[src/rtl/sdram_init_monitor_if.sv]
// SDRAM command/address pins as seen at the device.
// The controller drives the pins through the master modport. The monitor only listens through the slave modport.
interface sdram_init_monitor_if;
   logic        dram_cs_n;
   logic        dram_ras_n;
   logic        dram_cas_n;
   logic        dram_we_n;
   logic [12:0] dram_addr;
   logic [1:0]  dram_ba;

   modport master (
      output dram_cs_n, dram_ras_n, dram_cas_n, dram_we_n, dram_addr, dram_ba
   );

   modport slave (
      input dram_cs_n, dram_ras_n, dram_cas_n, dram_we_n, dram_addr, dram_ba
   );
endinterface

[src/rtl/sdram_init_monitor.sv]
// Passive checker for the SDRAM power-up sequence: wait, PALL, auto-refresh burst, MRS.
// Reports completion, the programmed mode word and the first ordering/spacing violation.
module sdram_init_monitor #(
   parameter int POWER_UP_CYCLES = 20000,
   parameter int TRP_CYCLES      = 2,
   parameter int TRC_CYCLES      = 9,
   parameter int REFRESH_COUNT   = 8
) (
   input  logic                     clock,
   input  logic                     reset,
   sdram_init_monitor_if.slave      bus,
   output logic                     init_done,
   output logic                     error,
   output logic [2:0]               error_code,
   output logic [12:0]              mode_reg,
   output logic [2:0]               cas_latency,
   output logic [3:0]               refresh_count
);
   typedef enum logic [1:0] {WAIT_PWR, WAIT_REF, DONE, ERROR} state_t;

   state_t      state_q, state_d;
   logic [14:0] pwr_cnt_q, pwr_cnt_d;
   logic [7:0]  gap_cnt_q, gap_cnt_d;
   logic [3:0]  ref_cnt_q, ref_cnt_d;
   logic [2:0]  code_q, code_d;
   logic [12:0] mode_q, mode_d;

   // Output stage: status becomes visible one edge after the sampling edge.
   logic        init_done_q, init_done_d;
   logic        error_q, error_d;
   logic [2:0]  error_code_q, error_code_d;
   logic [12:0] mode_reg_q, mode_reg_d;
   logic [3:0]  refresh_count_q, refresh_count_d;

   logic [3:0]  cmd;
   logic        is_idle, is_pall, is_ref, is_mrs, a10, mode_ok;
   logic [8:0]  k;
   logic [2:0]  viol;

   always_comb begin
      cmd     = {bus.dram_cs_n, bus.dram_ras_n, bus.dram_cas_n, bus.dram_we_n};
      is_idle = cmd[3] | (cmd == 4'b0111);
      is_pall = (cmd == 4'b0010);
      is_ref  = (cmd == 4'b0001);
      is_mrs  = (cmd == 4'b0000);
      a10     = bus.dram_addr[10];
      k       = {1'b0, gap_cnt_q} + 9'd1;
      mode_ok = (bus.dram_ba == 2'd0) && (bus.dram_addr[12:10] == 3'd0) &&
                (bus.dram_addr[8:7] == 2'd0) &&
                ((bus.dram_addr[6:4] == 3'd2) || (bus.dram_addr[6:4] == 3'd3));

      state_d   = state_q;
      pwr_cnt_d = (pwr_cnt_q >= 15'(POWER_UP_CYCLES)) ? pwr_cnt_q : pwr_cnt_q + 15'd1;
      gap_cnt_d = (is_pall || is_ref) ? 8'd0 :
                  (gap_cnt_q == 8'hFF) ? gap_cnt_q : gap_cnt_q + 8'd1;
      ref_cnt_d = ref_cnt_q;
      code_d    = code_q;
      mode_d    = mode_q;
      viol      = 3'd0;

      case (state_q)
         WAIT_PWR: begin
            if (is_pall) begin
               if (!a10)                                   viol = 3'd6;
               else if (pwr_cnt_q < 15'(POWER_UP_CYCLES))  viol = 3'd1;
               else begin
                  state_d   = WAIT_REF;
                  ref_cnt_d = 4'd0;
               end
            end else if (!is_idle) begin
               viol = 3'd6;
            end
         end
         WAIT_REF: begin
            if (is_pall) begin
               if (!a10) viol = 3'd6;
               else      ref_cnt_d = 4'd0;
            end else if (is_ref) begin
               // A zero count means the previous spacing reference is the PALL.
               if ((ref_cnt_q == 4'd0) && (k < 9'(TRP_CYCLES)))      viol = 3'd2;
               else if ((ref_cnt_q != 4'd0) && (k < 9'(TRC_CYCLES))) viol = 3'd3;
               else ref_cnt_d = (ref_cnt_q == 4'hF) ? ref_cnt_q : ref_cnt_q + 4'd1;
            end else if (is_mrs) begin
               if (ref_cnt_q < 4'(REFRESH_COUNT)) viol = 3'd4;
               else if (k < 9'(TRC_CYCLES))       viol = 3'd3;
               else if (!mode_ok)                 viol = 3'd5;
               else begin
                  state_d = DONE;
                  mode_d  = bus.dram_addr;
               end
            end else if (!is_idle) begin
               viol = 3'd6;
            end
         end
         default: ;
      endcase

      if (viol != 3'd0) begin
         state_d   = ERROR;
         code_d    = viol;
         ref_cnt_d = ref_cnt_q;
      end

      init_done_d     = (state_q == DONE);
      error_d         = (state_q == ERROR);
      error_code_d    = code_q;
      mode_reg_d      = mode_q;
      refresh_count_d = ref_cnt_q;
   end

   always_ff @(posedge clock or negedge reset) begin
      if (!reset) begin
         state_q         <= WAIT_PWR;
         pwr_cnt_q       <= '0;
         gap_cnt_q       <= '0;
         ref_cnt_q       <= '0;
         code_q          <= '0;
         mode_q          <= '0;
         init_done_q     <= 1'b0;
         error_q         <= 1'b0;
         error_code_q    <= '0;
         mode_reg_q      <= '0;
         refresh_count_q <= '0;
      end else begin
         state_q         <= state_d;
         pwr_cnt_q       <= pwr_cnt_d;
         gap_cnt_q       <= gap_cnt_d;
         ref_cnt_q       <= ref_cnt_d;
         code_q          <= code_d;
         mode_q          <= mode_d;
         init_done_q     <= init_done_d;
         error_q         <= error_d;
         error_code_q    <= error_code_d;
         mode_reg_q      <= mode_reg_d;
         refresh_count_q <= refresh_count_d;
      end
   end

   assign init_done     = init_done_q;
   assign error         = error_q;
   assign error_code    = error_code_q;
   assign mode_reg      = mode_reg_q;
   assign cas_latency   = mode_reg_q[6:4];
   assign refresh_count = refresh_count_q;
endmodule

[src/flat_wrapper.sv]
// flat-port wrapper written by rule: the top's interface ports become plain ports
module sdram_init_monitor_flat 
#(
   parameter int POWER_UP_CYCLES = 20000,
   parameter int TRP_CYCLES      = 2,
   parameter int TRC_CYCLES      = 9,
   parameter int REFRESH_COUNT   = 8
)
  (clock, reset, init_done, error, error_code, mode_reg, cas_latency, refresh_count, bus_dram_cs_n, bus_dram_ras_n, bus_dram_cas_n, bus_dram_we_n, bus_dram_addr, bus_dram_ba);
  sdram_init_monitor_if bus_i ();
  input  logic clock;
  input  logic reset;
  output logic init_done;
  output logic error;
  output logic [2:0] error_code;
  output logic [12:0] mode_reg;
  output logic [2:0] cas_latency;
  output logic [3:0] refresh_count;
  input wire logic [$bits(bus_i.dram_cs_n)-1:0] bus_dram_cs_n;
  input wire logic [$bits(bus_i.dram_ras_n)-1:0] bus_dram_ras_n;
  input wire logic [$bits(bus_i.dram_cas_n)-1:0] bus_dram_cas_n;
  input wire logic [$bits(bus_i.dram_we_n)-1:0] bus_dram_we_n;
  input wire logic [$bits(bus_i.dram_addr)-1:0] bus_dram_addr;
  input wire logic [$bits(bus_i.dram_ba)-1:0] bus_dram_ba;
  assign bus_i.dram_cs_n = bus_dram_cs_n;
  assign bus_i.dram_ras_n = bus_dram_ras_n;
  assign bus_i.dram_cas_n = bus_dram_cas_n;
  assign bus_i.dram_we_n = bus_dram_we_n;
  assign bus_i.dram_addr = bus_dram_addr;
  assign bus_i.dram_ba = bus_dram_ba;
  sdram_init_monitor #(.POWER_UP_CYCLES(POWER_UP_CYCLES), .TRP_CYCLES(TRP_CYCLES), .TRC_CYCLES(TRC_CYCLES), .REFRESH_COUNT(REFRESH_COUNT)) u_core (.clock(clock), .reset(reset), .bus(bus_i), .init_done(init_done), .error(error), .error_code(error_code), .mode_reg(mode_reg), .cas_latency(cas_latency), .refresh_count(refresh_count));
endmodule
[config.mk]
export PLATFORM = sky130hd
export DESIGN_NAME = sdram_init_monitor_flat
export DESIGN_NICKNAME = d
export VERILOG_FILES = /design/src/rtl/sdram_init_monitor_if.sv /design/src/rtl/sdram_init_monitor.sv /design/src/flat_wrapper.sv
export SDC_FILE = /design/constraint.sdc
export NUM_CORES = 1
export LEC_CHECK = 0
export ABC_CLOCK_PERIOD_IN_PS = 3100
export CAP_MARGIN = 20
export CORE_ASPECT_RATIO = 0.9
export CORE_MARGIN = 2
export CORE_UTILIZATION = 53
export CTS_CLUSTER_SIZE = 40
export DETAILED_ROUTE_END_ITERATION = 12
export MAX_ROUTING_LAYER = met4
export PLACE_DENSITY = 0.85
export SLEW_MARGIN = 10
export SYNTH_ARGS = -nofsm -noshare
export SYNTH_HDL_FRONTEND = slang
export SYNTH_SLANG_ARGS = --single-unit
[constraint.sdc]
create_clock -name clock -period 3.1 [get_ports clock]
set_input_delay 0.465 -clock clock [delete_from_list [all_inputs] [get_ports clock]]
set_output_delay 0.465 -clock clock [all_outputs]
set_load 0.01 [all_outputs]
==> flow_summary.ini, run 1 <==
[status]
outcome = finished, final reports clean

[flow_run]
maxCapViolCount = 0

[detailed_routing]
vias = 2070
firstDrtPassIters = 4
drt_iter0_markers = 161
drc = 0
drt.antenna.violating_nets = 0
finalWirelength_mm = 5.42
drt-wirelength-per-cell_microns = 14.5
via_per_inst = 5.53

[timing]
grt_setup_unrepaired = false
fin_crit_sh = 0.824
period_needed_ns = 2.55
max_freq_mhz = 392
report.final.slew_viol_count = 0
skew_ns = 0.00484
tightest_slew_ns = 0.859
maxSlewHeadroom = 0.423
finalSetupViolations = 0
fin_setup_tns_ns = 0
hold_violations = 0

[die]
die_y_microns = 74.7
io_pins = 46
core_sq_um = 5320
initial_core_util = 0.554
die_area_sq_um = 6170
rows = 25
die_width_microns = 82.6

[synthesis]
synth_area_sq_um = 2950
synth.avg_cell_area_sq_um = 11.6
synth_seq_cells = 67
ys_dominant_reg_cell = dfrtp_1
yosysUniqueCellTypes = 57
synth_edf_count = 0
syn_inst = 254
synth_seq_area_share = 0.569
synth_fp_nets = 280
postSynth.asyncResetShare = 1.00
ys_warn_count = 0

[layout]
most-common-layout-cells = dfrtp_1, clkdlybuf4s50_1, xnor2_1, nand2_1
multi_input_area_sq_um = 1180
fill_cells = 387
seq_area_sq_um = 1680
largest_reg_flops = 15
area_growth_syn_to_layout_pct = 22.3
nets = 328
final_common_cell = dfrtp_1
layout-drive-gt1-share = 0.107
antenna_cells = 0

[setup_path]
path_class = reg2reg
timing.critical_path.to_type = flop
cp-start-kind = flop
worstPathArrival_ns = 2.78
crit_fanout = 15
reg2regPathDepth = 6
crit_required_ns = 3.33

[global_routing]
grt_pass1_vias = 1901
grt_max_degree = 68
gr-total-overflow = 0
antenna_found_initial = 0
grt_pass1_wl_mm = 9.00
grt_usage = 0.207

[placement]
dpl.hpwl_mm = 3.87
place.gp.congestion = 0.822
portBuffers = 45

[pwr]
cellLeakagePower_nw = 1.60
ir_drop_mv = 0.580
power.density_nw_per_um2 = 640
power_mw = 2.31

[clock_network]
clock_path_buffers = 2
h-tree-depth = 3
postCtsSetupBuffers = 0
cts_root_buf = clkbuf_8
cts_resized = 0
clk_pin_slew_ns = 0.08
clk_latency_ns = 0.34
cts_sinks = 67
cts_tree = built
numCtsBuffers = 9
cts_hold_buf = 0

[worst_hold_path]
min_path_type = in2async
==> report_power, final <==
group / switching, mW / internal [mW] / total, mW
Combinational: 0.286 / 0.278 / 0.563
Clock: 0.344 / 0.295 / 0.639
Sequential: 0.115 / 0.988 / 1.10
Total: 0.745 / 1.56 / 2.31
==> metal layers <==
metal	up-vias	wire length, microns	global-route usage
li1	1006	-	-
met3	6	302	0.0767
met4	0	56	0.0674
met5	-	0	-
met1	1007	2410	0.262
met2	51	2650	0.311
==> worst paths after layout <==
kind / startpoint / to / slack [ns]
min in group clock: u_core.mode_q[6] / u_core.mode_reg[6] / 0.37
max in group asynchronous: reset / u_core.code_q[2] / 2.28
worst min-delay path: reset / u_core.pwr_cnt_q[11] / 0.29
worst max register to register: u_core.gap_cnt_q[0] / u_core.mode_q[0] / 0.55
worst max-delay path: u_core.gap_cnt_q[0] / u_core.mode_q[0] / 0.55
worst min register to register: u_core.mode_q[6] / u_core.mode_reg[6] / 0.37
==> Yosys cell counts, types with 4 or more instances <==
cell / count / area share
dfrtp_1: 67 / 0.57
xnor2_1: 15 / 0.045
nand2_1: 14 / 0.018
nand3_1: 13 / 0.022
nor2_1: 13 / 0.017
a21oi_1: 10 / 0.017
and2_1: 8 / 0.017
inv_1: 7 / 0.0089
ha_1: 5 / 0.021
nand4_1: 5 / 0.011
nor3_1: 5 / 0.0085
o31ai_1: 5 / 0.013
xor2_1: 5 / 0.015
buf_2: 4 / 0.0068
nand2b_1: 4 / 0.0085
nor4_1: 4 / 0.0085
o21ai_0: 4 / 0.0068
==> layout make-up <==
type,instances,area share
Clock inverter,7,0.0149
Tap cell,67,0.0233
Inverter,7,0.00729
Timing Repair Buffer,46,0.126
Sequential cell,67,0.465
Clock buffer,9,0.0344
Multi-Input combinational cell,171,0.329
==> through the flow <==
step | area [sq um] | setup WS, ns | hold WS (ns) | instances | utilization
after floorplan | 2950 | 0.845 | 0.169 | 254 | -
after global placement | 3420 | 0.609 | 0.353 | 358 | 0.644
after detailed placement | 3420 | 0.488 | 0.355 | 358 | 0.644
after CTS | 3600 | 0.543 | 0.320 | 374 | 0.677
after global routing | 3600 | 0.334 | 0.363 | 374 | 0.677
final | 3600 | 0.547 | 0.293 | 374 | 0.677
==> critical path, cell delays in order, from the launching register on <==
cell and delay [ns]:
dfrtp_1 0.44, ha_1 0.38, o21ba_1 0.18, a311oi_1 0.28, nor2_1 0.17, o21ai_2 0.57, mux2_2 0.41
==> cell families (layout without fill, tap and decap cells) <==
kind of cell             count (synthesis)  count (layout)  synth area share
multiplexers                             8               8            0.0297
XOR/XNOR                                20              20            0.0595
AND/OR/NAND/NOR                         93              93             0.183
AO/OA/AOI/OAI                           45              45             0.109
buffers and inverters                   16              69            0.0285
flip-flops                              67              67             0.569
adder cells (fa/ha/maj)                  5               5            0.0212
Note: power is estimated with default switching activity, not from simulation.
==> run 2, diff against run 1 <==
ABC_CLOCK_PERIOD_IN_PS = 2120   (was 3100)
CORE_UTILIZATION = 48   (was 53)
PLACE_DENSITY = 0.81   (was 0.85)
clock period = 2.12 ns   (was 3.1 ns; I/O delays follow)
==> flow_summary.ini, run 2 (synthesis results as in run 1) <==
[die]
die_y_microns = 78.3
initial_core_util = 0.490
rows = 27
die_width_microns = 86.6
core_sq_um = 6010
io_pins = 46
die_area_sq_um = 6780

[worst_hold_path]
min_path_type = reg2reg

[setup_path]
crit_chain = ha_4 -> nand2b_4 -> a311oi_2 -> nor2_2 -> buf_6 -> a2bb2oi_2 -> o31a_1 -> buf_4 -> nand4_1
cp.buffers_inverters = 2
worstPathArrival_ns = 2.36
crit_fanout = 4
crit_required_ns = 2.40
worst_path_max_delay_cell = dfrtp_1
path_class = reg2reg
path_delay_family = compound AO/OA/AOI/OAI gates
cp-start-kind = flop
timing.critical_path.to_type = flop
max_stage_delay_ns = 0.41

[placement]
place.gp.congestion = 0.933
portBuffers = 45
dpl.hpwl_mm = 4.11

[status]
outcome = finished, final reports clean

[global_routing]
antenna_found_initial = 0
gr-total-overflow = 0
grt_max_degree = 68
grt_pass1_wl_mm = 9.91
grt_pass1_vias = 2163
grt_usage = 0.195

[pwr]
power_frac_comb = 0.307
ir_drop_mv = 0.671
switching_share = 0.315
clkPwrFrac = 0.271
internal_power_mw = 2.61
sequentialPowerShare = 0.422
switchingPower_mw = 1.20
power_mw = 3.81
cellLeakagePower_nw = 1.80
power.density_nw_per_um2 = 946

[layout]
multi_input_area_sq_um = 1280
area_growth_syn_to_layout_pct = 36.7
most-common-layout-cells = dfrtp_1, clkdlybuf4s50_1, buf_4, xnor2_1, nand2_1
final_common_cell = dfrtp_1
nets = 364
largest_reg_flops = 15
antenna_cells = 0
layout-drive-gt1-share = 0.239
seq_area_sq_um = 1680
fill_cells = 427

[timing]
hold_violations = 0
max_freq_mhz = 479
fin_crit_sh = 0.985
grt_setup_unrepaired = true
finalSetupViolations = 0
skew_ns = 0.00971
report.final.slew_viol_count = 0
period_needed_ns = 2.09
maxSlewHeadroom = 0.586
tightest_slew_ns = 0.622
fin_setup_tns_ns = 0

[clock_network]
cts_tree = built
clock_path_buffers = 2
cts_sinks = 67
clk_latency_ns = 0.35
clk_pin_slew_ns = 0.08
numCtsBuffers = 9
h-tree-depth = 3
cts_root_buf = clkbuf_8

[detailed_routing]
vias = 2243
drc = 0
drt_iter0_markers = 189
drt.antenna.violating_nets = 0
via_per_inst = 5.40
finalWirelength_mm = 6.06
firstDrtPassIters = 4
drt-wirelength-per-cell_microns = 14.6

[flow_run]
maxCapViolCount = 0
==> run 2: final timing paths <==
| path | start | endpoint | slack (ns) | cells after the start |
|---|---|---|---|---|
| hold / removal | u_core.mode_q[4] | u_core.mode_reg[4] | 0.38 | 0 |
| hold reg to reg | u_core.mode_q[4] | u_core.mode_reg[4] | 0.38 | 0 |
| setup reg to reg | u_core.gap_cnt_q[1] | u_core.state_q[0] | 0.03 | 9 |
| setup / recovery | u_core.gap_cnt_q[1] | u_core.state_q[0] | 0.03 | 9 |
| max in group asynchronous | reset | u_core.gap_cnt_q[2] | 1.31 | 3 |
| min in group asynchronous | reset | u_core.pwr_cnt_q[7] | 0.52 | 3 |
==> run 2: per-layer routing <==
metal,track usage,part of all wire
met5,-,0
met4,0.0703,0.016
met3,0.0568,0.041
met2,0.302,0.50
met1,0.246,0.45
==> run 2: power groups by stage <==
stage,clock [mW],combinational (mW),sequential (mW)
6_report,1.03,1.17,1.61
5_1_grt,1.12,1.28,1.63
4_1_cts,1.05,1.06,1.60
3_5_place_dp,0,1.03,1.62
3_3_place_gp,0,0.989,1.61
2_1_floorplan,0,0.562,1.60
==> run 2: layout make-up <==
type	instances	area share
multi-input combinational	171	0.318
timing repair buffer	82	0.188
clock buffer	10	0.0317
clock inverter	6	0.0165
tap	72	0.0224
inverter	7	0.00652
sequential	67	0.417
==> run 2: per-stage QoR <==
| step | instance area [sq um] | hold slack, ns | cells | utilization | setup WS (ns) |
|---|---|---|---|---|---|
| final | 4030 | 0.377 | 415 | 0.670 | 0.0316 |
| after global routing | 4030 | 0.390 | 415 | 0.670 | -0.0452 |
| after CTS | 3930 | 0.380 | 412 | 0.653 | 0.000926 |
| after detailed placement | 3690 | 0.356 | 394 | 0.613 | -0.127 |
| after global placement | 3690 | 0.355 | 394 | 0.613 | -0.0761 |
| after floorplan | 2960 | 0.0224 | 254 | - | 0.00423 |
==> run 2: repair_timing <==
| action | 4_1_cts | 5_1_grt |
|---|---|---|
| hold buffers | 1 | 0 |
| resized for setup | 3 | 15 |
| hold endpoints to repair | 29 | 0 |
| buffers inserted | 1 | 3 |
| endpoints found under the setup margin | 17 | 9 |
| pin swaps | 2 | 8 |
==> run 3, diff against run 2 <==
SLEW_MARGIN = 40   (was 10)
==> results of run 3 <==
No change in the layout: final DEF, timing and power equal those of run 2.
